File: src/rtl/seq_pkg.sv
// seq_pkg: sequencer state, decoder flag layout and op-class helpers shared by the core_sequencer slice.
package seq_pkg;
  typedef enum logic [2:0] {IDLE, FETCH, DECODE, EXEC, UPDATE, DONE, ERROR} state_e;
  typedef struct packed {
    logic rtype;
    logic itype;
    logic mem_load;
    logic mem_store;
    logic streamload;
    logic storevec;
    logic x_type;
    logic branch;
    logic jump;
    logic call;
    logic ret;
    logic exit;
  } dec_flags_t;
  typedef enum logic [2:0] {OP_NONE, OP_ALU, OP_MEM, OP_BRANCH, OP_JUMP, OP_CALL, OP_RET, OP_EXIT} op_e;
  function automatic logic is_alu(dec_flags_t d);
    return d.rtype | d.itype | d.x_type;
  endfunction
  function automatic logic is_mem(dec_flags_t d);
    return d.mem_load | d.mem_store | d.streamload | d.storevec;
  endfunction
  // Collapses multiple set flags into the single op that wins by priority.
  function automatic op_e op_class(dec_flags_t d);
    return d.exit ? OP_EXIT : d.ret ? OP_RET : d.call ? OP_CALL : d.jump ? OP_JUMP :
           d.branch ? OP_BRANCH : is_mem(d) ? OP_MEM : is_alu(d) ? OP_ALU : OP_NONE;
  endfunction
  function automatic logic writes_reg(dec_flags_t d);
    op_e c = op_class(d);
    return c == OP_ALU || (c == OP_MEM && (d.mem_load | d.streamload));
  endfunction
endpackage

File: src/rtl/core_sequencer_if.sv
// core_sequencer_if: fetch, decode and execution handshakes between the sequencer (master) and the core datapath (slave).
interface core_sequencer_if
  import seq_pkg::*;
#(
  parameter int ADDR_W  = 16,
  parameter int INSTR_W = 32
) ();
  logic               fetch_req;
  logic [ADDR_W-1:0]  fetch_addr;
  logic               fetch_valid;
  logic [INSTR_W-1:0] fetch_instr;
  logic [INSTR_W-1:0] instr_o;
  dec_flags_t         dec;
  logic               branch_taken;
  logic [ADDR_W-1:0]  target_addr;
  logic               alu_start;
  logic               alu_done;
  logic               mem_req;
  logic               mem_ack;
  logic               reg_we;
  modport master (
    output fetch_req, fetch_addr, instr_o, alu_start, mem_req, reg_we,
    input  fetch_valid, fetch_instr, dec, branch_taken, target_addr, alu_done, mem_ack
  );
  modport slave (
    input  fetch_req, fetch_addr, instr_o, alu_start, mem_req, reg_we,
    output fetch_valid, fetch_instr, dec, branch_taken, target_addr, alu_done, mem_ack
  );
endinterface

File: src/rtl/core_sequencer_ret_stack.sv
// ret_stack: return-address LIFO with synchronous clear; push when full / pop when empty are ignored.
module ret_stack #(
  parameter int DEPTH = 4,
  parameter int W     = 16
) (
  input  logic         clk,
  input  logic         rst_n,
  input  logic         push,
  input  logic         pop,
  input  logic         clr,
  input  logic [W-1:0] din,
  output logic [W-1:0] dout,
  output logic         full,
  output logic         empty
);
  localparam int IW = DEPTH > 1 ? $clog2(DEPTH) : 1;
  localparam int CW = $clog2(DEPTH + 1);
  logic [W-1:0]  mem [DEPTH];
  logic [CW-1:0] cnt;
  assign full  = cnt == CW'(DEPTH);
  assign empty = cnt == '0;
  assign dout  = mem[IW'(cnt - CW'(1))];
  always_ff @(posedge clk or negedge rst_n)
    if (!rst_n) cnt <= '0;
    else if (clr) cnt <= '0;
    else if (push && !full) cnt <= cnt + CW'(1);
    else if (pop && !empty) cnt <= cnt - CW'(1);
  always_ff @(posedge clk)
    if (push && !full && !clr) mem[IW'(cnt)] <= din;
endmodule

File: src/rtl/core_sequencer.sv
// core_sequencer: per-core fetch/decode/exec/update sequencer with internal return-address stack.
// Optional CORE_SEQ_PERF_EN adds saturating cyc_cnt/instr_cnt outputs.
module core_sequencer
  import seq_pkg::*;
#(
  parameter int ADDR_W    = 16,
  parameter int INSTR_W   = 32,
  parameter int RAS_DEPTH = 4
) (
  input  logic              clk,
  input  logic              rst_n,
  input  logic              start,
  input  logic [ADDR_W-1:0] start_pc,
  output logic              busy,
  output logic              done,
  output logic              error,
  output logic [ADDR_W-1:0] pc_o,
  core_sequencer_if.master  bus
`ifdef CORE_SEQ_PERF_EN
  ,
  output logic [31:0]       cyc_cnt,
  output logic [31:0]       instr_cnt
`endif
);
  state_e             state, state_n;
  logic [ADDR_W-1:0]  pc, pc_n, pc_inc, ras_top;
  logic [INSTR_W-1:0] instr_q;
  dec_flags_t         flags;
  op_e                op;
  logic               first, go, push, pop, full, empty;
  assign pc_inc        = pc + ADDR_W'(1);
  assign op            = op_class(flags);
  assign go            = start && (state == IDLE || state == DONE || state == ERROR);
  assign busy          = !(state inside {IDLE, DONE, ERROR});
  assign done          = state == DONE;
  assign error         = state == ERROR;
  assign pc_o          = pc;
  assign bus.fetch_req  = state == FETCH;
  assign bus.fetch_addr = pc;
  assign bus.instr_o    = instr_q;
  assign bus.alu_start  = state == EXEC && first && op == OP_ALU;
  assign bus.mem_req    = state == EXEC && op == OP_MEM;
  assign bus.reg_we     = state == UPDATE && writes_reg(flags);
  ret_stack #(.DEPTH(RAS_DEPTH), .W(ADDR_W)) u_ras (
    .clk(clk), .rst_n(rst_n), .push(push), .pop(pop), .clr(go),
    .din(pc_inc), .dout(ras_top), .full(full), .empty(empty)
  );
  always_comb begin
    state_n = state;
    pc_n    = pc;
    push    = 1'b0;
    pop     = 1'b0;
    case (state)
      IDLE, DONE, ERROR: begin
        state_n = go ? FETCH : state;
        pc_n    = go ? start_pc : pc;
      end
      FETCH:  state_n = bus.fetch_valid ? DECODE : FETCH;
      DECODE: state_n = EXEC;
      EXEC:   state_n = op == OP_ALU ? (bus.alu_done ? UPDATE : EXEC) :
                        op == OP_MEM ? (bus.mem_ack ? UPDATE : EXEC) : UPDATE;
      UPDATE: begin
        push    = op == OP_CALL && !full;
        pop     = op == OP_RET && !empty;
        state_n = op == OP_EXIT ? DONE :
                  ((op == OP_CALL && full) || (op == OP_RET && empty)) ? ERROR : FETCH;
        // Exit and stack faults leave pc on the offending instruction.
        pc_n    = state_n != FETCH ? pc : pop ? ras_top :
                  (op inside {OP_CALL, OP_JUMP} || (op == OP_BRANCH && bus.branch_taken)) ? bus.target_addr : pc_inc;
      end
      default: state_n = IDLE;
    endcase
  end
  always_ff @(posedge clk or negedge rst_n)
    if (!rst_n) begin
      state   <= IDLE;
      pc      <= '0;
      instr_q <= '0;
      flags   <= '0;
      first   <= 1'b0;
    end else begin
      state <= state_n;
      pc    <= pc_n;
      first <= state == DECODE;
      if (state == FETCH && bus.fetch_valid) instr_q <= bus.fetch_instr;
      if (state == DECODE) flags <= bus.dec;
    end
`ifdef CORE_SEQ_PERF_EN
  always_ff @(posedge clk or negedge rst_n)
    if (!rst_n) begin
      cyc_cnt   <= '0;
      instr_cnt <= '0;
    end else if (go) begin
      cyc_cnt   <= '0;
      instr_cnt <= '0;
    end else begin
      if (busy && ~&cyc_cnt) cyc_cnt <= cyc_cnt + 32'd1;
      if (state == UPDATE && ~&instr_cnt) instr_cnt <= instr_cnt + 32'd1;
    end
`endif
endmodule

File: src/flat_wrapper.sv
// flat-port wrapper written by rule: the top's interface ports become plain ports
module core_sequencer_flat import seq_pkg::*;
#(
  parameter int ADDR_W    = 16,
  parameter int INSTR_W   = 32,
  parameter int RAS_DEPTH = 4
)
  (clk, rst_n, start, start_pc, busy, done, error, pc_o, bus_fetch_req, bus_fetch_addr, bus_instr_o, bus_alu_start, bus_mem_req, bus_reg_we, bus_fetch_valid, bus_fetch_instr, bus_dec, bus_branch_taken, bus_target_addr, bus_alu_done, bus_mem_ack);
  core_sequencer_if #(.ADDR_W(ADDR_W), .INSTR_W(INSTR_W)) bus_i ();
  input  logic clk;
  input  logic rst_n;
  input  logic start;
  input  logic [ADDR_W-1:0] start_pc;
  output logic busy;
  output logic done;
  output logic error;
  output logic [ADDR_W-1:0] pc_o;
  output wire logic [$bits(bus_i.fetch_req)-1:0] bus_fetch_req;
  output wire logic [$bits(bus_i.fetch_addr)-1:0] bus_fetch_addr;
  output wire logic [$bits(bus_i.instr_o)-1:0] bus_instr_o;
  output wire logic [$bits(bus_i.alu_start)-1:0] bus_alu_start;
  output wire logic [$bits(bus_i.mem_req)-1:0] bus_mem_req;
  output wire logic [$bits(bus_i.reg_we)-1:0] bus_reg_we;
  input wire logic [$bits(bus_i.fetch_valid)-1:0] bus_fetch_valid;
  input wire logic [$bits(bus_i.fetch_instr)-1:0] bus_fetch_instr;
  input wire logic [$bits(bus_i.dec)-1:0] bus_dec;
  input wire logic [$bits(bus_i.branch_taken)-1:0] bus_branch_taken;
  input wire logic [$bits(bus_i.target_addr)-1:0] bus_target_addr;
  input wire logic [$bits(bus_i.alu_done)-1:0] bus_alu_done;
  input wire logic [$bits(bus_i.mem_ack)-1:0] bus_mem_ack;
  assign bus_fetch_req = bus_i.fetch_req;
  assign bus_fetch_addr = bus_i.fetch_addr;
  assign bus_instr_o = bus_i.instr_o;
  assign bus_alu_start = bus_i.alu_start;
  assign bus_mem_req = bus_i.mem_req;
  assign bus_reg_we = bus_i.reg_we;
  assign bus_i.fetch_valid = bus_fetch_valid;
  assign bus_i.fetch_instr = bus_fetch_instr;
  assign bus_i.dec = bus_dec;
  assign bus_i.branch_taken = bus_branch_taken;
  assign bus_i.target_addr = bus_target_addr;
  assign bus_i.alu_done = bus_alu_done;
  assign bus_i.mem_ack = bus_mem_ack;
  core_sequencer #(.ADDR_W(ADDR_W), .INSTR_W(INSTR_W), .RAS_DEPTH(RAS_DEPTH)) u_core (.clk(clk), .rst_n(rst_n), .start(start), .start_pc(start_pc), .busy(busy), .done(done), .error(error), .pc_o(pc_o), .bus(bus_i));
endmodule
File: config.mk
export PLATFORM = sky130hd
export DESIGN_NAME = core_sequencer_flat
export DESIGN_NICKNAME = d
export VERILOG_FILES = /design/src/rtl/seq_pkg.sv /design/src/rtl/core_sequencer_if.sv /design/src/rtl/core_sequencer_ret_stack.sv /design/src/rtl/core_sequencer.sv /design/src/flat_wrapper.sv
export SDC_FILE = /design/constraint.sdc
export NUM_CORES = 1
export LEC_CHECK = 0
export ABC_AREA = 1
export CAP_MARGIN = 20
export CORE_ASPECT_RATIO = 0.9
export CORE_MARGIN = 4
export CORE_UTILIZATION = 40
export CTS_CLUSTER_DIAMETER = 150
export DETAILED_ROUTE_END_ITERATION = 10
export MAX_ROUTING_LAYER = met4
export PLACE_DENSITY_LB_ADDON = 0.2
export SYNTH_ARGS = -nofsm -noshare
export SYNTH_HDL_FRONTEND = slang
export SYNTH_SLANG_ARGS = --single-unit
File: constraint.sdc
create_clock -name clk -period 5.5 [get_ports clk]
set_clock_uncertainty 0.15 [all_clocks]
set_input_delay 1.1 -clock clk [delete_from_list [all_inputs] [get_ports clk]]
set_output_delay 1.1 -clock clk [all_outputs]
set_load 0.03 [all_outputs]
==> results.json, run 1 <==
{
  "critical_path_class": "flip-flop to output pin",
  "globalRouteMet1Util_pct": 25.2,
  "whs_path_depth": 2,
  "cts_tree": "built",
  "synth_area_mm2": 0.00651,
  "synth_cells": 728,
  "die_y_um": 129,
  "p_int_w": 0.00312,
  "core_mm2": 0.0157,
  "cts.path.max_buffers": 2,
  "wl_mm": 17.4,
  "power_switching_w": 0.00243,
  "relSlewSlack_pct": 28.1,
  "endpoint_kind": "output pin",
  "worst_ep_arrival_time_ps": 2500,
  "diodes": 0,
  "syn_to_final_growth_pct": 34.5,
  "seq_area_frac_synth_pct": 55.2,
  "cts_buffers": 17,
  "setup_tns_ps": 0,
  "place_congestion": 0.864,
  "fin_ws_ps": 1750,
  "fin_util_pct": 55.8,
  "synth_edf_count": 64,
  "met3_usage_pct": 6.42,
  "max_clock_freq_ghz": 0.266,
  "clkPwrFrac_pct": 21.5,
  "first_iter_violations": 376,
  "met2_usage_pct": 31.4,
  "io_buffer_count": 153,
  "cts_sinks": 131,
  "initial_core_util_pct": 41.5,
  "cts_max_level": 4,
  "rr_startpoint": "u_core.u_ras.cnt[0]",
  "drc": 0,
  "syn_area_per_cell_um2": 8.95,
  "synth_top_area_share_pct": 29.5,
  "pwr-share-seq_pct": 28.8,
  "crit_path_start_kind": "flip-flop",
  "r2r_end": "u_core.bus.fetch_addr[9]",
  "final_area_mm2": 0.00876,
  "dieArea_mm2": 0.0184,
  "holdPathEnd": "u_core.bus.instr_o[20]",
  "avgViaCountPerCell": 4.94,
  "io_pins": 154,
  "p_per_area_mw_per_mm2": 633,
  "hold_violations": 0,
  "placed_area_mm2": 0.00811,
  "peakVddDrop_uv": 325,
  "dr_total_vias": 5335,
  "cp_max_fo": 4,
  "slew_viol_final": 0,
  "clk_latency_ps": 420,
  "gr-max-usage-layer": "met2",
  "seq_area_mm2": 0.00360,
  "synth_area_leader_cell": "edfxtp_1",
  "hold_path.class": "flip-flop to flip-flop",
  "ys_ff_latch": 131,
  "tightest_slew_ps": 1080,
  "routedWlPerCell_um": 16.1,
  "fp.dieW_um": 143,
  "reg2reg_slack_ps": 1980,
  "grt_pass1_vias": 5430,
  "grt_util_all_layers_pct": 20.1,
  "post-place-ws_ps": 1930,
  "root_buffer": "clkbuf_16",
  "final_common_cell": "nand2_1",
  "dr.pass1.iters": 5,
  "synth.distinct_cells": 41,
  "p_comb_share_pct": 49.6,
  "synth-warning-count": 0,
  "finalSetupViolCount": 0,
  "fin_crit_sh_pct": 68.2,
  "yosys-top-cells-area": "edfxtp_1 30%, dfrtp_1 26%, nand2_1 11%, nor2_1 4.6%, o21ai_0 4.1%",
  "antenna_left": 0,
  "grt_overflow_total": 0,
  "drv_cap": 0,
  "antenna_found_initial": 0,
  "final_nets": 953,
  "hp-start": "u_core.bus.instr_o[20]",
  "synth_ff_type": "dfrtp_1",
  "final_cell_mix": "188 x nand2_1, 152 x clkdlybuf4s50_1, 78 x nor2_1",
  "swShare_pct": 43.8,
  "place_hpwl_mm": 12.9,
  "async_flop_share_pct": 51.1,
  "post_cts_buffers": 0,
  "crit_required_ps": 4250,
  "cts_hold_buf": 0,
  "fill_cells": 1426,
  "rows": 43,
  "syn_nets": 817,
  "r2r_cells": 10,
  "multiInputGateArea_mm2": 0.00240,
  "clk_pin_slew_worst_paths_ps": 60,
  "rsz0062_at_grt": "no",
  "drive_gt1_share_pct": 11.2,
  "min_period_ps": 3750,
  "grt_max_degree": 68,
  "outcome": "finished clean",
  "ctsResizeCount": 0,
  "leakage_nw": 3.85,
  "grt_pass1_wl_mm": 27.8
}
worst max path at each step:
| stage | startpoint | endpoint | slack (ps) |
|---|---|---|---|
| floorplan | u_core.flags[2] | bus_reg_we | 2700 |
| global placement | u_core.u_ras.cnt[0] | u_core.u_ras.mem[0][14] | 1950 |
| detailed placement | u_core.u_ras.cnt[0] | u_core.u_ras.mem[2][11] | 1930 |
| CTS | u_core.flags[9] | bus_alu_start | 1750 |
| global route | u_core.flags[8] | bus_alu_start | 1570 |
| finish | u_core.flags[9] | bus_alu_start | 1750 |
worst max-delay path: stages (launching register included):
cell and delay (ps):
dfrtp_1 390, nor2_2 150, nand3_1 100, nand2_1 70
nand2_1 60, nand2_2 110, inv_1 60, nor3_1 270
and3_1 210, clkdlybuf4s50_1 670
routing by layer:
metal | up-vias | part of all wire [%]
met5 | - | 0
met4 | 0 | 1.3
met3 | 19 | 7.4
met2 | 190 | 48
met1 | 2503 | 43
li1 | 2623 | -
state kept, by name, indices dropped and copies added, names as in the netlist:
register / cells
u_core.first: 1
u_core.state: 3
u_core.bus.instr_o: 32
u_core.bus.fetch_addr: 16
u_core.flags: 12
u_core.u_ras.cnt: 3
u_core.u_ras.mem: 64
cell usage after synthesis, types with 7 or more instances:
master / n
nand2_1: 188
nor2_1: 79
dfrtp_1: 67
inv_1: 67
edfxtp_1: 64
o21ai_0: 53
nand3_1: 40
a21oi_1: 22
clkbuf_1: 20
o22ai_1: 17
buf_4: 16
nor2_2: 14
a21oi_2: 10
xor2_1: 10
nand2_2: 7
o21ai_1: 7
power by group through the flow:
stage	Sequential, W	Combinational (W)	Clock, W
floorplan	0.00190	0.00155	0
global placement	0.00160	0.00270	0
detailed placement	0.00161	0.00275	0
CTS	0.00160	0.00277	0.00121
global route	0.00164	0.00301	0.00125
finish	0.00160	0.00275	0.00119
logic make-up (layout without fill, tap and decap cells):
kind of cell | after synthesis | count (layout) | synth area share [%]
simple gates | 347 | 347 | 23.3
flops | 131 | 131 | 55.2
buf+inv | 117 | 266 | 8.01
compound gates | 113 | 113 | 10.1
xor+xnor | 14 | 14 | 2.23
fa+ha+maj | 6 | 6 | 1.15
area by class of cell:
cell class	instances	share of cell area, %
Clock buffer	23	6.07
Sequential cell	131	41.1
Multi-Input combinational cell	480	27.4
Clock inverter	9	1.26
Timing Repair Buffer	161	18.1
Tap cell	202	2.88
Inverter	73	3.13
per-stage QoR:
step,cells,power [W],hold WS [ps]
after global routing,1079,0.00590,350
after floorplan,728,0.00345,293
after global placement,1044,0.00430,303
after detailed placement,1046,0.00437,310
after CTS,1078,0.00558,324
final,1079,0.00554,322
No activity file was read; power rests on OpenSTA's default activity.
==> run 2: changes to the inputs <==
==> constraint.sdc (replaced) <==
create_clock -name clk -period 3.2 [get_ports clk]
set_clock_uncertainty 0.15 [all_clocks]
set_input_delay 0.64 -clock clk [delete_from_list [all_inputs] [get_ports clk]]
set_output_delay 0.64 -clock clk [all_outputs]
set_load 0.03 [all_outputs]
==> results.json, run 2 (synthesized netlist as in run 1, its figures left out) <==
{
  "outcome": "finished clean",
  "diodes": 0,
  "wl_mm": 17.2,
  "max_stage_delay_ps": 370,
  "met1Wirelength_mm": 7.49,
  "cts_tree": "built",
  "cts_max_level": 4,
  "leakage_nw": 3.84,
  "dr_total_vias": 5313,
  "root_buffer": "clkbuf_16",
  "tightest_slew_ps": 942,
  "placed_area_mm2": 0.00816,
  "dr_wl_met3_mm": 1.15,
  "rows": 43,
  "antenna_left": 0,
  "setup_tns_ps": 0,
  "io_buffer_count": 153,
  "avgViaCountPerCell": 4.91,
  "post-place-ws_ps": 369,
  "drv_cap": 0,
  "cts_buffers": 17,
  "largest_register": "u_core.u_ras.mem",
  "routedWlPerCell_um": 15.9,
  "grt_pass1_vias": 5440,
  "rsz0062_at_grt": "no",
  "relSlewSlack_pct": 37.1,
  "final_common_cell": "nand2_1",
  "core_mm2": 0.0157,
  "finalSetupViolCount": 0,
  "grt_max_degree": 37,
  "wl_met2_mm": 8.33,
  "top_layer": "met4",
  "slew_viol_final": 0,
  "dp_cells": 1051,
  "worst_ep_arrival_time_ps": 2200,
  "cts.path.max_buffers": 2,
  "crit_path_start_kind": "flip-flop",
  "hold_violations": 0,
  "syn_to_final_growth_pct": 33.9,
  "fin_ws_ps": 209,
  "io_pins": 154,
  "p_per_area_mw_per_mm2": 1070,
  "min_period_ps": 2990,
  "fin_cells": 1083,
  "endpoint_kind": "output pin",
  "place_congestion": 0.818,
  "path_cells": "nor2_1 > nand3_1 > nand2_1 > nand2_1 > nand2_2 > inv_1 > nor3_1 > and3_1 > clkdlybuf4s15_1",
  "crit_required_ps": 2410,
  "dieArea_mm2": 0.0184,
  "cp_max_fo": 4,
  "fp.dieW_um": 143,
  "critical_path.most_common_cell": "nand2_1",
  "dr.pass1.iters": 5,
  "max_clock_freq_ghz": 0.334,
  "final_area_mm2": 0.00872,
  "largest_register_ffs": 64,
  "grt_pass1_wl_mm": 27.7,
  "initial_core_util_pct": 41.5,
  "place_hpwl_mm": 12.5,
  "first_iter_violations": 385,
  "cpMaxStageDelayCell": "dfrtp_1",
  "r2r_cells": 9,
  "hold_path.class": "input pin to async pin",
  "post_cts_buffers": 0,
  "grt_util_all_layers_pct": 19.9,
  "critical_path_class": "flip-flop to output pin",
  "clk_latency_ps": 420,
  "grt_overflow_total": 0,
  "final_cell_mix": "188 x nand2_1, 149 x clkdlybuf4s50_1, 78 x nor2_1",
  "clk_pin_slew_worst_paths_ps": 60,
  "die_y_um": 129,
  "drive_gt1_share_pct": 11.6,
  "cts_sinks": 131,
  "peakVddDrop_uv": 528,
  "fin_util_pct": 55.5,
  "antenna_found_initial": 0,
  "fin_crit_sh_pct": 93.5,
  "drc": 0,
  "final_nets": 957
}
run 2: timing repair:
action,in CTS,in global routing
endpoints found under the setup margin,2,2
gates resized for setup,2,2
pin swaps,0,0
cloned,0,0
hold buffers,0,0
run 2: critical path, delay by kind of cell, from the launching register on:
kind                   cells  cell delay, ps
AND/OR/NAND/NOR            7             990
buffers and inverters      2             420
flip-flops                 1             370
run 2: final cells by class:
type,instances,area [um2]
fillers,1390,6990
flip-flops and latches,131,3600
multi-input cells,480,2400
repair buffers,165,1630
clock buffers,18,429
inverters,73,274
well taps,202,253
clock inverters,14,131
run 2: final timing paths:
kind	startpoint	to	slack (ps)
hold / removal	rst_n	u_core.bus.instr_o[30]	140
max in group asynchronous	rst_n	u_core.bus.fetch_addr[13]	2110
min in group clk	u_core.flags[8]	u_core.flags[8]	320
setup / recovery	u_core.flags[8]	bus_alu_start	210
setup reg to reg	u_core.u_ras.cnt[1]	u_core.bus.fetch_addr[1]	930
hold reg to reg	u_core.flags[8]	u_core.flags[8]	320
run 2: power breakdown:
part / total [W] / switching (W) / internal [W]
Combinational: 0.00470 / 0.00301 / 0.00169
Clock: 0.00183 / 0.000756 / 0.00107
Sequential: 0.00276 / 0.000396 / 0.00236
run 2: stage by stage:
stage                     power [W]  hold slack, ps
after global routing        0.00994             197
after global placement      0.00736             304
after floorplan             0.00593             194
final                       0.00929             140
after detailed placement    0.00749             308
after CTS                   0.00936             153
run 2: layer usage:
| metal | vias up | GRT usage [%] |
|---|---|---|
| li1 | 2631 | - |
| met5 | - | - |
| met4 | 0 | 6.76 |
| met1 | 2510 | 24.7 |
| met3 | 19 | 6.42 |
| met2 | 153 | 31.0 |
